===== config.mk =====
export PLATFORM = sky130hd
export DESIGN_NAME = stage1_and_2
export DESIGN_NICKNAME = d
export VERILOG_FILES = /design/src/rtl/stage1_and_2.sv
export SDC_FILE = /design/constraint.sdc
export NUM_CORES = 2
export LEC_CHECK = 0
export CAP_MARGIN = 40
export CORE_ASPECT_RATIO = 0.7
export CORE_UTILIZATION = 51
export CTS_BUF_LIST = sky130_fd_sc_hd__clkbuf_8 sky130_fd_sc_hd__clkbuf_16
export DETAILED_ROUTE_END_ITERATION = 10
export GPL_ROUTABILITY_DRIVEN = 0
export GPL_TIMING_DRIVEN = 0
export PLACE_DENSITY = 0.79
export SLEW_MARGIN = 30
export SYNTH_ARGS = -nofsm -noshare
export SYNTH_HDL_FRONTEND = slang
export SYNTH_SLANG_ARGS = --single-unit

===== constraint.sdc =====
create_clock -name i_clk -period 4.3 [get_ports i_clk]
set_input_delay 0.86 -clock i_clk [delete_from_list [all_inputs] [get_ports i_clk]]
set_output_delay 0.86 -clock i_clk [all_outputs]
set_load 0.02 [all_outputs]

===== src/rtl/stage1_and_2.sv =====
// rtl/stage1_and_2.sv - C-Pack front half: dictionary match/encode (stage 1) and line-fill control (stage 2)
module stage1_and_2 #(
   parameter int WIDTH      = 64,
   parameter int DICT_ENTRY = 16,
   parameter int DICT_WORD  = 32,
   parameter int WORD       = 32,
   parameter int CACHE_LINE = 128
) (
   input  logic                             i_clk,
   input  logic                             i_reset,
   input  logic [WIDTH-1:0]                 i_word,
   output logic [2:0]                       o_encoded1,
   output logic [2:0]                       o_encoded2,
   output logic [5:0]                       o_length1,
   output logic [5:0]                       o_length2,
   output logic [6:0]                       o_total_length,
   output logic                             o_store_flag,
   output logic [6:0]                       o_shift_amount,
   output logic                             o_send_back,
   output logic                             o_fill_flag,
   output logic                             o_output_flag,
   output logic                             o_fill_ctrl,
   output logic                             o_stop_flag,
   output logic [DICT_ENTRY*DICT_WORD-1:0]  dictionary_data
);

   localparam logic [2:0] CODE_ZZZZ = 3'b000;
   localparam logic [2:0] CODE_MMMM = 3'b001;
   localparam logic [2:0] CODE_ZZZX = 3'b010;
   localparam logic [2:0] CODE_MMMX = 3'b011;
   localparam logic [2:0] CODE_MMXX = 3'b100;
   localparam logic [2:0] CODE_XXXX = 3'b101;
   localparam int         IDX_W     = $clog2(DICT_ENTRY);

   // FIFO dictionary: packed so it maps straight onto dictionary_data
   logic [DICT_ENTRY-1:0][DICT_WORD-1:0] dict;
   logic [DICT_ENTRY-1:0]                dict_valid;
   logic [IDX_W-1:0]                     wr_ptr;
   logic [IDX_W-1:0]                     wr_ptr_w1;

   logic [WORD-1:0] word0;
   logic [WORD-1:0] word1;
   logic            hit_full0, hit_3b0, hit_2b0;
   logic            hit_full1, hit_3b1, hit_2b1;
   logic [2:0]      code0, code1;
   logic [5:0]      len0, len1;
   logic            push0, push1;

   // stage 2 line accumulator
   logic [6:0] acc;
   logic [6:0] acc_next;
   logic [7:0] line_sum;

   assign word0           = i_word[WORD-1:0];
   assign word1           = i_word[2*WORD-1:WORD];
   assign dictionary_data = dict;

   // Priority classification; match quality only matters, not which entry hit
   function automatic logic [8:0] classify(input logic [WORD-1:0] w, input logic full,
                                           input logic m3, input logic m2);
      if (w == '0)               return {CODE_ZZZZ, 6'd2};
      else if (w[WORD-1:8] == '0) return {CODE_ZZZX, 6'd12};
      else if (full)             return {CODE_MMMM, 6'd6};
      else if (m3)               return {CODE_MMMX, 6'd16};
      else if (m2)               return {CODE_MMXX, 6'd24};
      else                       return {CODE_XXXX, 6'd34};
   endfunction

   // Match both words against the pre-update dictionary; word1 also sees a forwarded word0 push
   always_comb begin
      hit_full0 = 1'b0;
      hit_3b0   = 1'b0;
      hit_2b0   = 1'b0;
      hit_full1 = 1'b0;
      hit_3b1   = 1'b0;
      hit_2b1   = 1'b0;
      for (int i = 0; i < DICT_ENTRY; i++) begin
         if (dict_valid[i]) begin
            hit_full0 = hit_full0 | (dict[i] == word0);
            hit_3b0   = hit_3b0   | (dict[i][DICT_WORD-1:8]  == word0[WORD-1:8]);
            hit_2b0   = hit_2b0   | (dict[i][DICT_WORD-1:16] == word0[WORD-1:16]);
            hit_full1 = hit_full1 | (dict[i] == word1);
            hit_3b1   = hit_3b1   | (dict[i][DICT_WORD-1:8]  == word1[WORD-1:8]);
            hit_2b1   = hit_2b1   | (dict[i][DICT_WORD-1:16] == word1[WORD-1:16]);
         end
      end
      {code0, len0} = classify(word0, hit_full0, hit_3b0, hit_2b0);
      push0 = (code0 == CODE_XXXX);
      if (push0) begin
         hit_full1 = hit_full1 | (word0 == word1);
         hit_3b1   = hit_3b1   | (word0[WORD-1:8]  == word1[WORD-1:8]);
         hit_2b1   = hit_2b1   | (word0[WORD-1:16] == word1[WORD-1:16]);
      end
      {code1, len1} = classify(word1, hit_full1, hit_3b1, hit_2b1);
      push1     = (code1 == CODE_XXXX);
      wr_ptr_w1 = push0 ? wr_ptr + IDX_W'(1) : wr_ptr;
   end

   // Push unmatched words at the write pointer, word0 first, oldest entry overwritten on wrap
   always_ff @(posedge i_clk or negedge i_reset) begin
      if (!i_reset) begin
         dict       <= '0;
         dict_valid <= '0;
         wr_ptr     <= '0;
      end else begin
         if (push0) begin
            dict[wr_ptr]       <= word0;
            dict_valid[wr_ptr] <= 1'b1;
         end
         if (push1) begin
            dict[wr_ptr_w1]       <= word1;
            dict_valid[wr_ptr_w1] <= 1'b1;
         end
         wr_ptr <= wr_ptr + IDX_W'(push0) + IDX_W'(push1);
      end
   end

   // Stage-1 output registers: one-cycle latency from sampled pair to codes/lengths
   always_ff @(posedge i_clk or negedge i_reset) begin
      if (!i_reset) begin
         o_encoded1 <= CODE_ZZZZ;
         o_encoded2 <= CODE_ZZZZ;
         o_length1  <= '0;
         o_length2  <= '0;
      end else begin
         o_encoded1 <= code0;
         o_encoded2 <= code1;
         o_length1  <= len0;
         o_length2  <= len1;
      end
   end

   // Stage 2: place the registered pair into the current line and decide close/spill
   always_comb begin
      o_total_length = {1'b0, o_length1} + {1'b0, o_length2};
      o_store_flag   = (o_total_length > 7'(WIDTH));
      o_shift_amount = acc;
      line_sum       = {1'b0, acc} + {1'b0, o_total_length};
      o_stop_flag    = 1'b0;
      o_fill_flag    = 1'b0;
      o_send_back    = 1'b0;
      o_output_flag  = 1'b0;
      acc_next       = line_sum[6:0];
      if (line_sum == 8'(CACHE_LINE)) begin
         o_output_flag = 1'b1;
         acc_next      = '0;
      end else if (line_sum > 8'(CACHE_LINE)) begin
         // pair does not fit: pad out this line and restart the pair at offset 0
         o_stop_flag   = 1'b1;
         o_fill_flag   = 1'b1;
         o_send_back   = 1'b1;
         o_output_flag = 1'b1;
         acc_next      = o_total_length;
      end
   end

   // Line fill level and delayed fill indication for the packer
   always_ff @(posedge i_clk or negedge i_reset) begin
      if (!i_reset) begin
         acc         <= '0;
         o_fill_ctrl <= 1'b0;
      end else begin
         acc         <= acc_next;
         o_fill_ctrl <= o_fill_flag;
      end
   end

endmodule


# == Word-level counts from Yosys, hierarchy flattened ==
# Cells that the tools add are included.
# totals
inputBits,66
reg_bits,558
elab_cells,367
out_inout_bits,550
# classes
mux,129
bitwise_logic,95
order_cmp,6
n_reduce_logical,6
n_eq_ne,102
n_addsub,5
# op_table
cell,n
equality test 32 bit,33
bitwise mux 512 bit,2
2-to-1 mux 512 bit,2
equality test 24 bit,33
equality test 16 bit,33
demux 32 bit (select 4 bit),2
2-to-1 mux 1 bit,104
OR 1 bit,93
2-to-1 mux 9 bit,8
zero test 32 bit,2
2-to-1 mux 32 bit,2
zero test 24 bit,2
2-to-1 mux 16 bit,2
OR 16 bit,2
2-to-1 mux 7 bit,4
"less-than comparator 4 x 5 -> 1 bit, second input constant",2
adder 4 x 1 -> 4 bit,2
adder 7 x 7 -> 8 bit,1
demux 1 bit (select 4 bit),2
"equality test 8 bit, second input constant",1
">= comparator 4 x 1 -> 1 bit, second input constant",2
"> comparator 8 bit, second input constant",1
adder 6 x 6 -> 7 bit,1
"> comparator 7 bit, second input constant",1
other kinds (4),6

# == Logic depth before layout (Yosys ltp) ==
# logic_depth
word_depth,46
depth_mapped,17

# == Worst setup path after synthesis ==
# Ideal clock, no wire load.
# synth_path
path_type,register -> output
startpoint,register o_length1[1]
endpoint,output port o_send_back
path_stages_with_launch,15
setup_slack_ns,-0.759
arrival_time_ns,4.199
t_required_ns,3.440
path_cell_list,dfrtp_1 ha_1 fa_1 inv_1 fa_1 inv_1 a21oi_1 o21ai_0 a21o_1 a21o_1 clkbuf_1 inv_1 nor4_1 nor2_1 buf_4
# synth_between
elab_chain_cells,5
# synth_lines
item,line_no,rtl
"start, declared",14,"output logic [5:0] o_length1,"
"start signal, assigned",128,o_length1 <= len0;
adder 6 x 6 -> 7 bit *,135,"o_total_length = {1'b0, o_length1} + {1'b0, o_length2};"
via o_total_length[2],16,"output logic [6:0] o_total_length,"
adder 7 x 7 -> 8 bit *,138,"line_sum = {1'b0, acc} + {1'b0, o_total_length};"
> comparator 8 bit,147,end else if (line_sum > 8'(CACHE_LINE)) begin
2-to-1 mux 1 bit,-,
2-to-1 mux 1 bit *,-,
"end, declared",19,"output logic o_send_back,"
# The timed path passes the listed nets; every way through them passes the cells marked *.

# == Worst setup path after layout ==
# layout_path
startpoint,register o_length2[1]
endpoint,output port o_send_back
# layout_between
elab_chain_cells,5
# layout_lines
item,line_no,rtl
"start, declared",15,"output logic [5:0] o_length2,"
"start signal, assigned",129,o_length2 <= len1;
adder 6 x 6 -> 7 bit *,135,
adder 7 x 7 -> 8 bit *,138,
> comparator 8 bit,147,
2-to-1 mux 1 bit,147,
2-to-1 mux 1 bit *,144,if (line_sum == 8'(CACHE_LINE)) begin
# Every way passes the cells marked *; elsewhere a longest branch is shown, timed or not.

==> results.md <==
* Placed cell count at approximately 5500
* Initial antenna violation count at 5
* I/O pin total at about 620
* Max cap viols at 0
* Routed wire length at ~190000 µm
* Layout area overhead at 26.1%
* Share of the synthesized area in the top cell type at 0.333
* Worst-case clock buffer depth at 3
* CP max FO at 4
* GR Overflow Total at 0
* Hold_buf cts at 0
* Cell taking the most area after synthesis: dfrtp_1
* Combinational family with the most area after synthesis: multiplexers
* Mean Syn Cell Area at 11.0 µm²
* Startpoint types: flop
* Initial Util at 0.517
* Post-Synth XOR/XNOR Area at 0.223
* Drt via density at approximately 6.7
* Setup crit start: o_length2[1]
* Die Ht at 241 µm
* CP arrival at 3.73 ns
* Most area-consuming cells after synthesis: dfrtp_1 33%, mux2_2 23%, xnor2_1 16%
* Post-synth EDFFs at 0
* Commonest cells in the netlist: 871 x mux2_2, 741 x xnor2_1, 555 x dfrtp_1, 321 x xor2_1, 193 x nand4_1
* CTS Buf Count at 58
* Share of layout cells above drive strength 1 at 0.321
* Post-Synth Simple-Gate Area at 0.0898
* Pwr dens at between 600 and 700 nW/µm²
* Per-cell routed wire length at 34.3 µm
* Status: finished with violations
* Die Area at roughly 83000 µm²
* Netlist Area Pre-Place at around 42000 µm²
* Slowest cell on crit path: fa_2
* Crit-path cells: ha_2 -> fa_2 -> buf_6 -> ha_4 -> a21o_1 -> a21oi_2 -> xnor2_1 -> or4b_4 -> nor4_4 -> nor2_2 -> buf_4 -> buf_6
* DP Area at 49100 µm²
* Pre-antenna DRT Iters at 10
* Maximum operating frequency at between 200 and 250 MHz
* Post-Syn Instances at between 3000 and 4000
* Synth Area in Compound Gates at 0.0190
* Finish-stage setup viols at between 300 and 400
* Remaining DRCs at 0
* Max Transition Viols Final at 0
* Peak supply drop at 0.394 mV
* Final hold violations at 0
* Pleak at 20.1 nW
* Chip Width at around 340 µm
* Asr flop ratio synth at 1.00
* Worst hold slack at between 0.07 and 0.08 ns
* Critical Path End Type: output port
* Row count at 87
* Final worst slack at -0.294 ns
* RR Startpoint: dictionary_data[150]
* Post-DRT Antenna Nets at 0
* Yosys reg bits at 555
* Sequential fraction of the synthesis area at 0.333
* Most used DFF post-synth: dfrtp_1
* CTS root buf: clkbuf_16
* Worst-Margin Slew at about 1 ns
* Post-Synth Adder-Cell Area at 0.00623
* Yosys cell types at 72
* Most common cell in the netlist: mux2_2
* CTS H-tree lvls at 2
* Fin crit share at 1.07
* Final Util at 0.652
* Yosys warning total at 0
* HP Class: in -> async
* Via count at roughly 38000
* DR iter-0 viols at around 5500
* Core ar. at ~81000 µm²
* Non-Filler Instances at approximately 5600
* Unrepaired setup endpoints after global routing: yes
* Relative slew margins at 0.341
* Worst path top cell family by delay: adder cells
* Critical Path Max Stage Delay at between 0.6 and 0.7 ns
* Setup Crit Path Kind: reg -> out
* TritonCTS clock tree: done
* Global-route wire length before repair at ~260000 µm
* Skew-Pair Late Insertion Delay at 0.70 ns
* Cell repeated most along the worst path: buf_6
* Largest net degree at the start of global routing at 77
* Final instance area at between 50000 and 60000 µm²
* Detailed placement HPWL at between 150000 and 200000 µm
* PortBufs at ~550
* NumNets Final at roughly 4600
* Failing checks: negative setup slack
* Tot GR Track Use at 0.450
* Crit path time final at between 4 and 5 ns
* Post-Route Skew at approximately 0.042 ns
* Fraction of synthesized area in multiplexers at 0.276
* CTS Sinks at between 500 and 600
* CP bufs+invs at 3
* Worst Path Required at around 3.4 ns
* Worst-path clk slew at approximately 0.08 ns
* Vias in the first global route at between 30000 and 40000
through the flow:
| stage | setup TNS, ns | setup WS, ns | power (W) |
|---|---|---|---|
| 3_3_place_gp | - | -23.13 | 0.0264 |
| 3_5_place_dp | -706.30 | -1.60 | 0.0269 |
| 2_1_floorplan | 0 | 0.0311 | 0.0195 |
| 4_1_cts | -0.669 | -0.255 | 0.0326 |
| 5_1_grt | -4.91 | -0.418 | 0.0343 |
| 6_report | -14.84 | -0.294 | 0.0334 |
sequential cells by signal, indices dropped and copies added (netlist names):
name / cells
dict_valid: 16
o_fill_ctrl: 1
o_encoded2: 3
o_length2: 5
wr_ptr: 4
o_shift_amount: 6
o_length1: 5
dictionary_data: 512
o_encoded1: 3
repair_timing:
item,in CTS,in global routing
pin swaps,23,26
cloned,1,1
buffers inserted,35,15
resized for setup,140,135
endpoints found under the setup margin,536,508
final cells by class:
class | instances | area, µm²
clock inverters | 36 | 397
fillers | 6260 | 28100
flip-flops and latches | 555 | 13900
plain buffers | 358 | 2430
repair buffers | 641 | 6510
inverters | 28 | 108
diodes | 5 | 12.5
multi-input cells | 2858 | 26400
clock buffers | 72 | 1640
well taps | 1068 | 1340
cells by family after synthesis:
kind of cell | count (synthesis)
AO/OA/AOI/OAI | 85
multiplexers | 1033
XOR/XNOR | 1062
AND/OR/NAND/NOR | 655
adder cells (fa/ha/maj) | 19
flip-flops | 555
buffers and inverters | 399
other | 1
worst register-to-register path: stages, from the launching register on:
cell and delay, ns:
dfrtp_1 0.47, xor2_1 0.18, nor4_1 0.50, nand2_1 0.10, nor4_1 0.85, nor4_1 0.19
and4_4 0.26, o31ai_4 0.11, or2_2 0.19, buf_2 0.16, buf_6 0.25, inv_4 0.12
o211ai_4 0.23, buf_8 0.24, mux2_2 0.36
cells in the final DEF, fill, tap and decap left out, types with 14 or more instances in the layout:
cell type        count
clkbuf_16           59
mux2_2             871
nor4_2              17
inv_1               36
clkdlybuf4s50_1    542
nand2_1             70
mux2i_1             69
ha_1                14
dfrtp_1            555
clkbuf_1            87
buf_4              116
buf_6               60
buf_2               85
mux2_1              92
nand4_1            193
nor3_1              26
xor2_1             320
nor2_2              14
nor2_1              82
nor4_1              86
clkbuf_8            20
clkbuf_2            27
nand3_1             43
xnor2_1            739
clkbuf_4            33
and2_1              14
routing by layer:
layer	GRT usage	wire (µm)
met4	0.204	11900
met5	0.0133	704
met2	0.618	75800
met1	0.562	70100
met3	0.260	34400
power breakdown:
group / internal, W / switching [W]
clock: 0.00318 / 0.00243
sequential: 0.00709 / 0.00406
combinational: 0.00884 / 0.00779
final timing paths:
path                                         to  slack [ns]  cells after the start
max                                 o_send_back       -0.29                     12
min                         dictionary_data[27]        0.07                      1
max in group asynchronous  dictionary_data[332]        2.41                      5
max reg2reg                dictionary_data[227]       -0.05                     14
min in group i_clk               dict_valid[15]        0.51                      1
min reg2reg                      dict_valid[15]        0.51                      1
Power figures use the tool's default switching activity.
